## src/rtl/frame_tx_scheduler.sv

```systemverilog
// frame_tx_scheduler: streams the camera frame buffer into the UART transmitter.
// Each VS rising edge starts one frame: pre-guard, then per byte
// READ/LOAD/SEND/WAIT_TX/GAP, then post-guard, then back to IDLE.
// Each byte waits on transmitter busy rather than a fixed cycle budget.
// Optional build macro FRAME_TX_HEADER_EN sends HEADER_BYTE ahead of the RAM bytes.
//
// state      | meaning
// IDLE       | armed, waiting for a VS rising edge
// PRE_GUARD  | GUARD_CYCLES+1 idle cycles before the frame
// HEADER     | load HEADER_BYTE (FRAME_TX_HEADER_EN only)
// READ       | RAM read strobe at the current address
// LOAD       | capture RAM data into the Tx data register
// SEND       | one-cycle transmitter start pulse
// WAIT_TX    | wait for busy to fall (first cycle ignores busy)
// GAP        | GAP_CYCLES+1 idle cycles, then next byte or post-guard
// POST_GUARD | GUARD_CYCLES+1 idle cycles before re-arming
module frame_tx_scheduler #(
  parameter int         BYTES_PER_FRAME = 9216,
  parameter int         ADDR_W          = 15,
  parameter int         GUARD_CYCLES    = 62500000,
  parameter int         GUARD_W         = 26,
  parameter int         GAP_CYCLES      = 1085,
  parameter logic [7:0] HEADER_BYTE     = 8'hA5
) (
  input  logic              Clk,
  input  logic              i_Reset,
  input  logic              i_VS,
  input  logic [7:0]        i_RAM_Data,
  input  logic              i_Tx_Busy,
  output logic              o_Read_Enable,
  output logic [ADDR_W-1:0] o_Read_Address,
  output logic [7:0]        o_Tx_Data,
  output logic              o_Tx_Start,
  output logic              o_Frame_Indicator,
  output logic [7:0]        o_Dropped
);

  localparam logic [GUARD_W-1:0] GUARD_TC  = GUARD_W'(GUARD_CYCLES);
  localparam logic [GUARD_W-1:0] GAP_TC    = GUARD_W'(GAP_CYCLES);
  localparam logic [ADDR_W-1:0]  LAST_ADDR = ADDR_W'(BYTES_PER_FRAME - 1);

  typedef enum logic [3:0] {
    IDLE,
    PRE_GUARD,
    READ,
    LOAD,
    SEND,
    WAIT_TX,
    GAP,
    POST_GUARD
`ifdef FRAME_TX_HEADER_EN
    , HEADER
`endif
  } state_t;

  state_t             state;
  state_t             state_next;
  logic               vs_meta;
  logic               vs_sync;
  logic               vs_prev;
  logic               vs_rise;
  logic [GUARD_W-1:0] cnt;
  logic [ADDR_W-1:0]  addr;
  logic [7:0]         tx_data;
  logic [7:0]         dropped;
  logic               gap_done;
  logic               last_byte;

`ifdef FRAME_TX_HEADER_EN
  logic hdr_phase;

  // Marks the GAP that follows the header so the address is not advanced
  always_ff @(posedge Clk or posedge i_Reset) begin
    if (i_Reset)              hdr_phase <= 1'b0;
    else if (state == HEADER) hdr_phase <= 1'b1;
    else if (gap_done)        hdr_phase <= 1'b0;
  end

  assign last_byte = (addr == LAST_ADDR) && !hdr_phase;
`else
  // Header value has no use when the header is not sent
  logic [7:0] unused_header;
  assign unused_header = HEADER_BYTE;
  assign last_byte     = (addr == LAST_ADDR);
`endif

  assign gap_done = (state == GAP) && (cnt == GAP_TC);
  assign vs_rise  = vs_sync & ~vs_prev;

  // Two-flop synchronizer for VS plus the previous-value register for edge detect
  always_ff @(posedge Clk or posedge i_Reset) begin
    if (i_Reset) begin
      vs_meta <= 1'b0;
      vs_sync <= 1'b0;
      vs_prev <= 1'b0;
    end else begin
      vs_meta <= i_VS;
      vs_sync <= vs_meta;
      vs_prev <= vs_sync;
    end
  end

  // State register
  always_ff @(posedge Clk or posedge i_Reset) begin
    if (i_Reset) state <= IDLE;
    else         state <= state_next;
  end

  // Next-state decode and state-decoded strobes
  always_comb begin
    state_next        = state;
    o_Read_Enable     = 1'b0;
    o_Tx_Start        = 1'b0;
    o_Frame_Indicator = 1'b0;
    case (state)
      IDLE: begin
        o_Frame_Indicator = 1'b1;
        if (vs_rise) state_next = PRE_GUARD;
      end
      PRE_GUARD: begin
        if (cnt == GUARD_TC) begin
`ifdef FRAME_TX_HEADER_EN
          state_next = HEADER;
`else
          state_next = READ;
`endif
        end
      end
      READ: begin
        o_Read_Enable = 1'b1;
        state_next    = LOAD;
      end
      LOAD: state_next = SEND;
      SEND: begin
        o_Tx_Start = 1'b1;
        state_next = WAIT_TX;
      end
      // cnt is 0 only in the first WAIT_TX cycle, where busy may not be up yet
      WAIT_TX: if (cnt != '0 && !i_Tx_Busy) state_next = GAP;
      GAP: if (gap_done) state_next = last_byte ? POST_GUARD : READ;
      POST_GUARD: if (cnt == GUARD_TC) state_next = IDLE;
`ifdef FRAME_TX_HEADER_EN
      HEADER: state_next = SEND;
`endif
      default: state_next = IDLE;
    endcase
  end

  // Shared interval counter: cleared on every state change, saturates instead of wrapping
  always_ff @(posedge Clk or posedge i_Reset) begin
    if (i_Reset)                  cnt <= '0;
    else if (state_next != state) cnt <= '0;
    else if (cnt != '1)           cnt <= cnt + 1'b1;
  end

  // Read address advances at the end of each GAP and returns to 0 after the last byte
  always_ff @(posedge Clk or posedge i_Reset) begin
    if (i_Reset) begin
      addr <= '0;
    end else if (gap_done) begin
      if (last_byte)      addr <= '0;
`ifdef FRAME_TX_HEADER_EN
      else if (hdr_phase) addr <= addr;
`endif
      else                addr <= addr + 1'b1;
    end
  end

  // Tx data register, held from SEND until the next load
  always_ff @(posedge Clk or posedge i_Reset) begin
    if (i_Reset)            tx_data <= 8'h00;
    else if (state == LOAD) tx_data <= i_RAM_Data;
`ifdef FRAME_TX_HEADER_EN
    else if (state == HEADER) tx_data <= HEADER_BYTE;
`endif
  end

  // Saturating count of VS edges that arrive while not armed
  always_ff @(posedge Clk or posedge i_Reset) begin
    if (i_Reset)
      dropped <= 8'h00;
    else if (vs_rise && state != IDLE && dropped != 8'hFF)
      dropped <= dropped + 8'h01;
  end

  assign o_Read_Address = addr;
  assign o_Tx_Data      = tx_data;
  assign o_Dropped      = dropped;

endmodule
```

## config.mk

```make
export PLATFORM = sky130hd
export DESIGN_NAME = frame_tx_scheduler
export DESIGN_NICKNAME = d
export VERILOG_FILES = /design/src/rtl/frame_tx_scheduler.sv
export SDC_FILE = /design/constraint.sdc
export NUM_CORES = 1
export LEC_CHECK = 0
export CORE_ASPECT_RATIO = 1.75
export CORE_MARGIN = 2
export CORE_UTILIZATION = 52
export CTS_BUF_LIST = sky130_fd_sc_hd__clkbuf_8
export DETAILED_ROUTE_END_ITERATION = 16
export PLACE_DENSITY = 0.82
export SLEW_MARGIN = 20
export SYNTH_ARGS = -nofsm -noshare
export SYNTH_HDL_FRONTEND = slang
export SYNTH_SLANG_ARGS = --single-unit
export TNS_END_PERCENT = 5
```

## constraint.sdc

```tcl
create_clock -name Clk -period 2.1 [get_ports Clk]
set_input_delay 0.63 -clock Clk [delete_from_list [all_inputs] [get_ports Clk]]
set_output_delay 0.63 -clock Clk [all_outputs]
set_load 0.005 [all_outputs]
```

[Word level (Yosys, flattened, before mapping)]
Index checks and enable logic that the tools add are counted.
Storage, ports and cells
  input port bits: 12
  output and inout bits: 34
  logic and storage cells: 48
  bits in registers: 64
Cells by class
  $add $sub $neg: 3
  reduce and logical (&&, ||, !) cells: 9
  equal/unequal tests: 13
  bitwise gates (word level): 2
  multiplexer cells: 13
Operator list (number)
  two-way mux 26 bit: 2
  one-hot mux 4 bit (8 select lines): 1
  adder 26 x 1 -> 26 bit, second input constant: 1
  == test 26 x 11 -> 1 bit, second input constant: 1
  == test 26 bit, second input constant: 1
  inequality test 26 bit, second input constant: 1
  nonzero test 26 bit: 1
  two-way mux 4 bit: 5
  == test 4 x 3 -> 1 bit, second input constant: 4
  adder 15 x 1 -> 15 bit, second input constant: 1
  == test 15 x 14 -> 1 bit, second input constant: 1
  two-way mux 15 bit: 1
  adder 8 x 1 -> 8 bit, second input constant: 1
  == test 4 x 2 -> 1 bit, second input constant: 2
  inequality test 8 bit, second input constant: 1
  == test 4 x 1 -> 1 bit, second input constant: 1
  logical AND 1 bit: 4
  logical NOT 4 bit: 1
  inequality test 4 bit: 1
  nonzero test 4 bit: 1
  two-way mux 1 bit: 3
  two-way mux 3 bit: 1
  nonzero test 2 bit: 1
  AND 1 bit: 1
  2 further kinds: 2

[Longest topological paths before layout]
  depth in word-level cells: 6
  mapped depth: 10

[Least setup slack after synthesis]
OpenSTA, ideal clock, no wires.
  path kind: reg-to-reg
  from: register cnt[0]
  to: register cnt[10]
  setup time: 0.080 ns
  arrival: 2.022 ns
  period minus slack after synthesis: 2.102 ns
  data required time: 2.020 ns
  stages on the path, launching flop included: 11
  path slack: -0.002 ns
  cell sequence: dfrtp_1 > inv_1 > ha_1 > nor4b_2 > and3_1 > a31oi_1 > o31a_1 > o211a_1 > buf_6 > buf_6 > nor3_2
Between the ends
  longest elaborated chain between the ends: 6
  elaborated cells on any way between the ends: 16
  those cells by class: 1 x add/sub; 4 x eq/ne; 7 x mux; 4 x reduce/logical
RTL lines
  from (decl): line 62  | logic [GUARD_W-1:0] cnt;
  from (signal assigned): line 153  | else if (cnt != '1) cnt <= cnt + 1'b1;
  == test 26 x 11 -> 1 bit or nonzero test 26 bit (tied branches): line 87, 139
  logical AND 1 bit, on equally long branches: line 87, 139
  two-way mux 4 bit, on equally long branches: line 140, 139
  one-hot mux 4 bit (8 select lines): line 115  | case (state)
  inequality test 4 bit: line 152  | else if (state_next != state) cnt <= '0;
  two-way mux 26 bit or nonzero test 2 bit (tied branches)
Parallel ways exist; a longest one is shown, timed or not. The select of a mux whose other input is x is not followed.
A chain may end at the register's enable or synchronous reset.

[Worst setup path after layout]
  from: register cnt[1]
  to: register cnt[0]
Same word-level chain as after synthesis.

==> results.sh <==
export IMPL_status="complete, but fails checks"
export IMPL_failed_checks="setup timing"
export IMPL_syn_inst=361
export IMPL_clk_latency_ns=0.36
export IMPL_die_w_um=67.0
export IMPL_grt_pass1_vias=3738
export IMPL_p_leak_uw=0.00233
export IMPL_required_ns=2.35
export IMPL_area_growth_pct=46.4
export IMPL_via_count=3891
export IMPL_period_minus_slack_ns=2.39
export IMPL_min_period_over_period_pct=114
export IMPL_vdd_drop_max_mv=0.545
export IMPL_clock_sinks=64
export IMPL_skew_ns=0.0125
export IMPL_hold_path_class="reg2reg"
export IMPL_grt_pass1_wl_um=17900
export IMPL_nets=512
export IMPL_io_pins=46
export IMPL_mappedNetlistArea_um2=3620
export IMPL_clkTransAtPathRegs_ns=0.07
export IMPL_hold_depth=0
export IMPL_fillers=377
export IMPL_place_worst_setup_slack_ns=-0.152
export IMPL_dieHeight_um=114
export IMPL_setup_viol=36
export IMPL_drt_initial_drc_count=466
export IMPL_cts_tree="built"
export IMPL_overflow=0
export IMPL_netlist_area_leader_share_pct=44.3
export IMPL_hpwlAfterDp_um=7290
export IMPL_io_buffers=45
export IMPL_avgSynthCellArea_um2=10.0
export IMPL_coreArea_um2=6810
export IMPL_setup_ws_ns=-0.287
export IMPL_synthesis_nets=378
export IMPL_hold_viol=0
export IMPL_yosysTopAreaCell="dfrtp_1"
export IMPL_numCtsBuffers=9
export IMPL_post_place_cells=559
export IMPL_slew_headroom_pct=66.2
export IMPL_track_usage_pct=31.4
export IMPL_grt_start_max_net_pins=65
export IMPL_core_rowCount=40
export IMPL_layoutNonFillerInstCount=583
export IMPL_drc=0
export IMPL_gp_congestion=0.912
export IMPL_synthTopCellsByArea="dfrtp_1 (44%), nor3_2 (5.5%), xor2_1 (5.1%), nand4_1 (5.0%), nand2_1 (3.1%)"
export IMPL_seq_area_frac_synth_pct=44.3
export IMPL_synth_most_common_cell="dfrtp_1"
export IMPL_ys_types=48
export IMPL_cp_start_kind="flip-flop"
export IMPL_cts_max_path_buffers=2
export IMPL_cp_arrival_ns=2.63
export IMPL_slowest_delay_ns=0.42
export IMPL_ys_top_cells_by_count="dfrtp_1 (64), nand2_1 (30), nand4_1 (29)"
export IMPL_worstMarginPinSlew_ns=0.504
export IMPL_crit_chain="inv_2 -> ha_4 -> nor4b_4 -> buf_4 -> nand3_1 -> nor4_4 -> or4_4 -> o211a_4 -> buf_8 -> nor2_1"
export IMPL_cts_root_buf="clkbuf_8"
export IMPL_cts_hold_buffers_added=0
export IMPL_ys_async_sr_fraction_pct=100
export IMPL_start_util_pct=53.1
export IMPL_critical_path_max_fanout=12
export IMPL_r2r_cells=10
export IMPL_antenna_found_initial=0
export IMPL_antenna_cells=0
export IMPL_worstSetupPathType="reg2reg"
export IMPL_cp_slowest_cell="dfrtp_1"
export IMPL_firstDrtPassIters=8
export IMPL_die_area_um2=7660
export IMPL_ys_flop_type="dfrtp_1"
export IMPL_wl_per_cell_um=22.5
export IMPL_ys_ff_latch=64
export IMPL_wirelength_um=13100
export IMPL_rsz0062_at_grt="yes"
export IMPL_htreeDepth=3
export IMPL_powerDensity_nw_per_um2=531
export IMPL_synth_edf_count=0
export IMPL_via_per_inst=6.67
export IMPL_end_kind="flip-flop"
export IMPL_drive_above_1_share_pct=37.3
export IMPL_cap_violations=0
export IMPL_fmax_mhz=419
export IMPL_report_final_slew_viol_count=0
export IMPL_ant_nets=0
export IMPL_synth_warnings=0
-- report_power, final --
part | internal, uW | total (uW) | leakage (uW) | switching (uW)
sequential | 1290 | 1370 | 0.000872 | 82.8
clock | 477 | 958 | 0.0000924 | 481
combinational | 262 | 479 | 0.00137 | 218
-- through the flow --
stage | utilization [%] | cell area, um2 | hold slack [ns] | setup TNS (ns) | total power, uW
6_report | 77.8 | 5290 | 0.376 | -7.49 | 2810
5_1_grt | 77.8 | 5290 | 0.374 | -10.26 | 2910
4_1_cts | 75.0 | 5100 | 0.372 | -1.84 | 2770
3_5_place_dp | 70.2 | 4780 | 0.348 | -2.25 | 1780
3_3_place_gp | 70.2 | 4780 | 0.337 | -1.43 | 1760
2_1_floorplan | - | 3620 | 0.331 | -0.0268 | 1560
-- final cells by class --
cell class	count	area [um2]	share of cell area, %
multi-input cells	271	2120	40.0
flip-flops and latches	64	1600	30.3
clock buffers	11	151	2.86
clock inverters	4	21.3	0.402
well taps	84	105	1.99
inverters	8	33.8	0.638
repair buffers	141	1260	23.8
-- cells by family after synthesis --
family                     Yosys count  synth area share, %
AOI/OAI and AO/OA                   42                 7.44
xor gates and xnor gates            31                 7.51
adders and majority gates            5                 1.73
buffers and inverters               26                 3.63
DFF                                 64                 44.3
muxes                               11                 3.36
other                                1                0.104
and+or+nand+nor                    181                 31.9
-- critical path, delay by kind of cell (launching register included) --
family          cells  cell delay, ns
flops               1            0.42
simple gates        5            0.96
compound gates      1            0.26
buf+inv             3            0.49
fa+ha+maj           1            0.13
-- flip-flops by register name, indices dropped and copies added (netlist names) --
name / cells
vs_prev: 1
vs_sync: 1
state: 4
o_Read_Address: 15
o_Tx_Data: 8
o_Dropped: 8
cnt: 26
vs_meta: 1
-- cell usage in the layout, fill, tap and decap left out, types with 3 or more instances in the layout --
master,n
ha_1,4
buf_4,86
nor4_4,5
mux2_2,9
nor3_2,23
dfrtp_1,62
xnor2_1,10
buf_12,4
nor2_1,18
inv_1,6
a31oi_1,4
o21ai_0,15
clkdlybuf4s50_1,42
nor4_2,8
nor3_1,3
o31ai_2,5
a21oi_1,4
nand2b_1,3
nor2b_1,3
clkbuf_8,11
nand3_1,19
o21a_1,3
nor3_4,3
nand4_1,29
and3_1,13
xor2_1,21
buf_6,3
nand2_1,30
-- routing by layer --
layer,global-route usage [%],vias up,routed length [um]
li1,-,1596,-
met1,31.9,1865,4400
met2,53.2,305,6570
met3,7.67,125,955
met4,24.4,0,1170
met5,0,-,0
-- repair_timing --
item,in CTS,in global routing
gates resized for setup,33,28
pin swaps,19,7
endpoints found under the setup margin,34,39
setup buffers,2,5
gates cloned,1,1
-- path summary, 6_finish.rpt --
| kind | startpoint | to | slack [ns] |
|---|---|---|---|
| worst max register to register | cnt[1] | cnt[0] | -0.29 |
| worst min register to register | vs_meta | vs_sync | 0.38 |
| worst min-delay path | vs_meta | vs_sync | 0.38 |
| max in group asynchronous | i_Reset | cnt[6] | 1.10 |
| worst max-delay path | cnt[1] | cnt[0] | -0.29 |
| min in group asynchronous | i_Reset | o_Tx_Data[5] | 0.69 |
(Power assumes the default switching activity.)
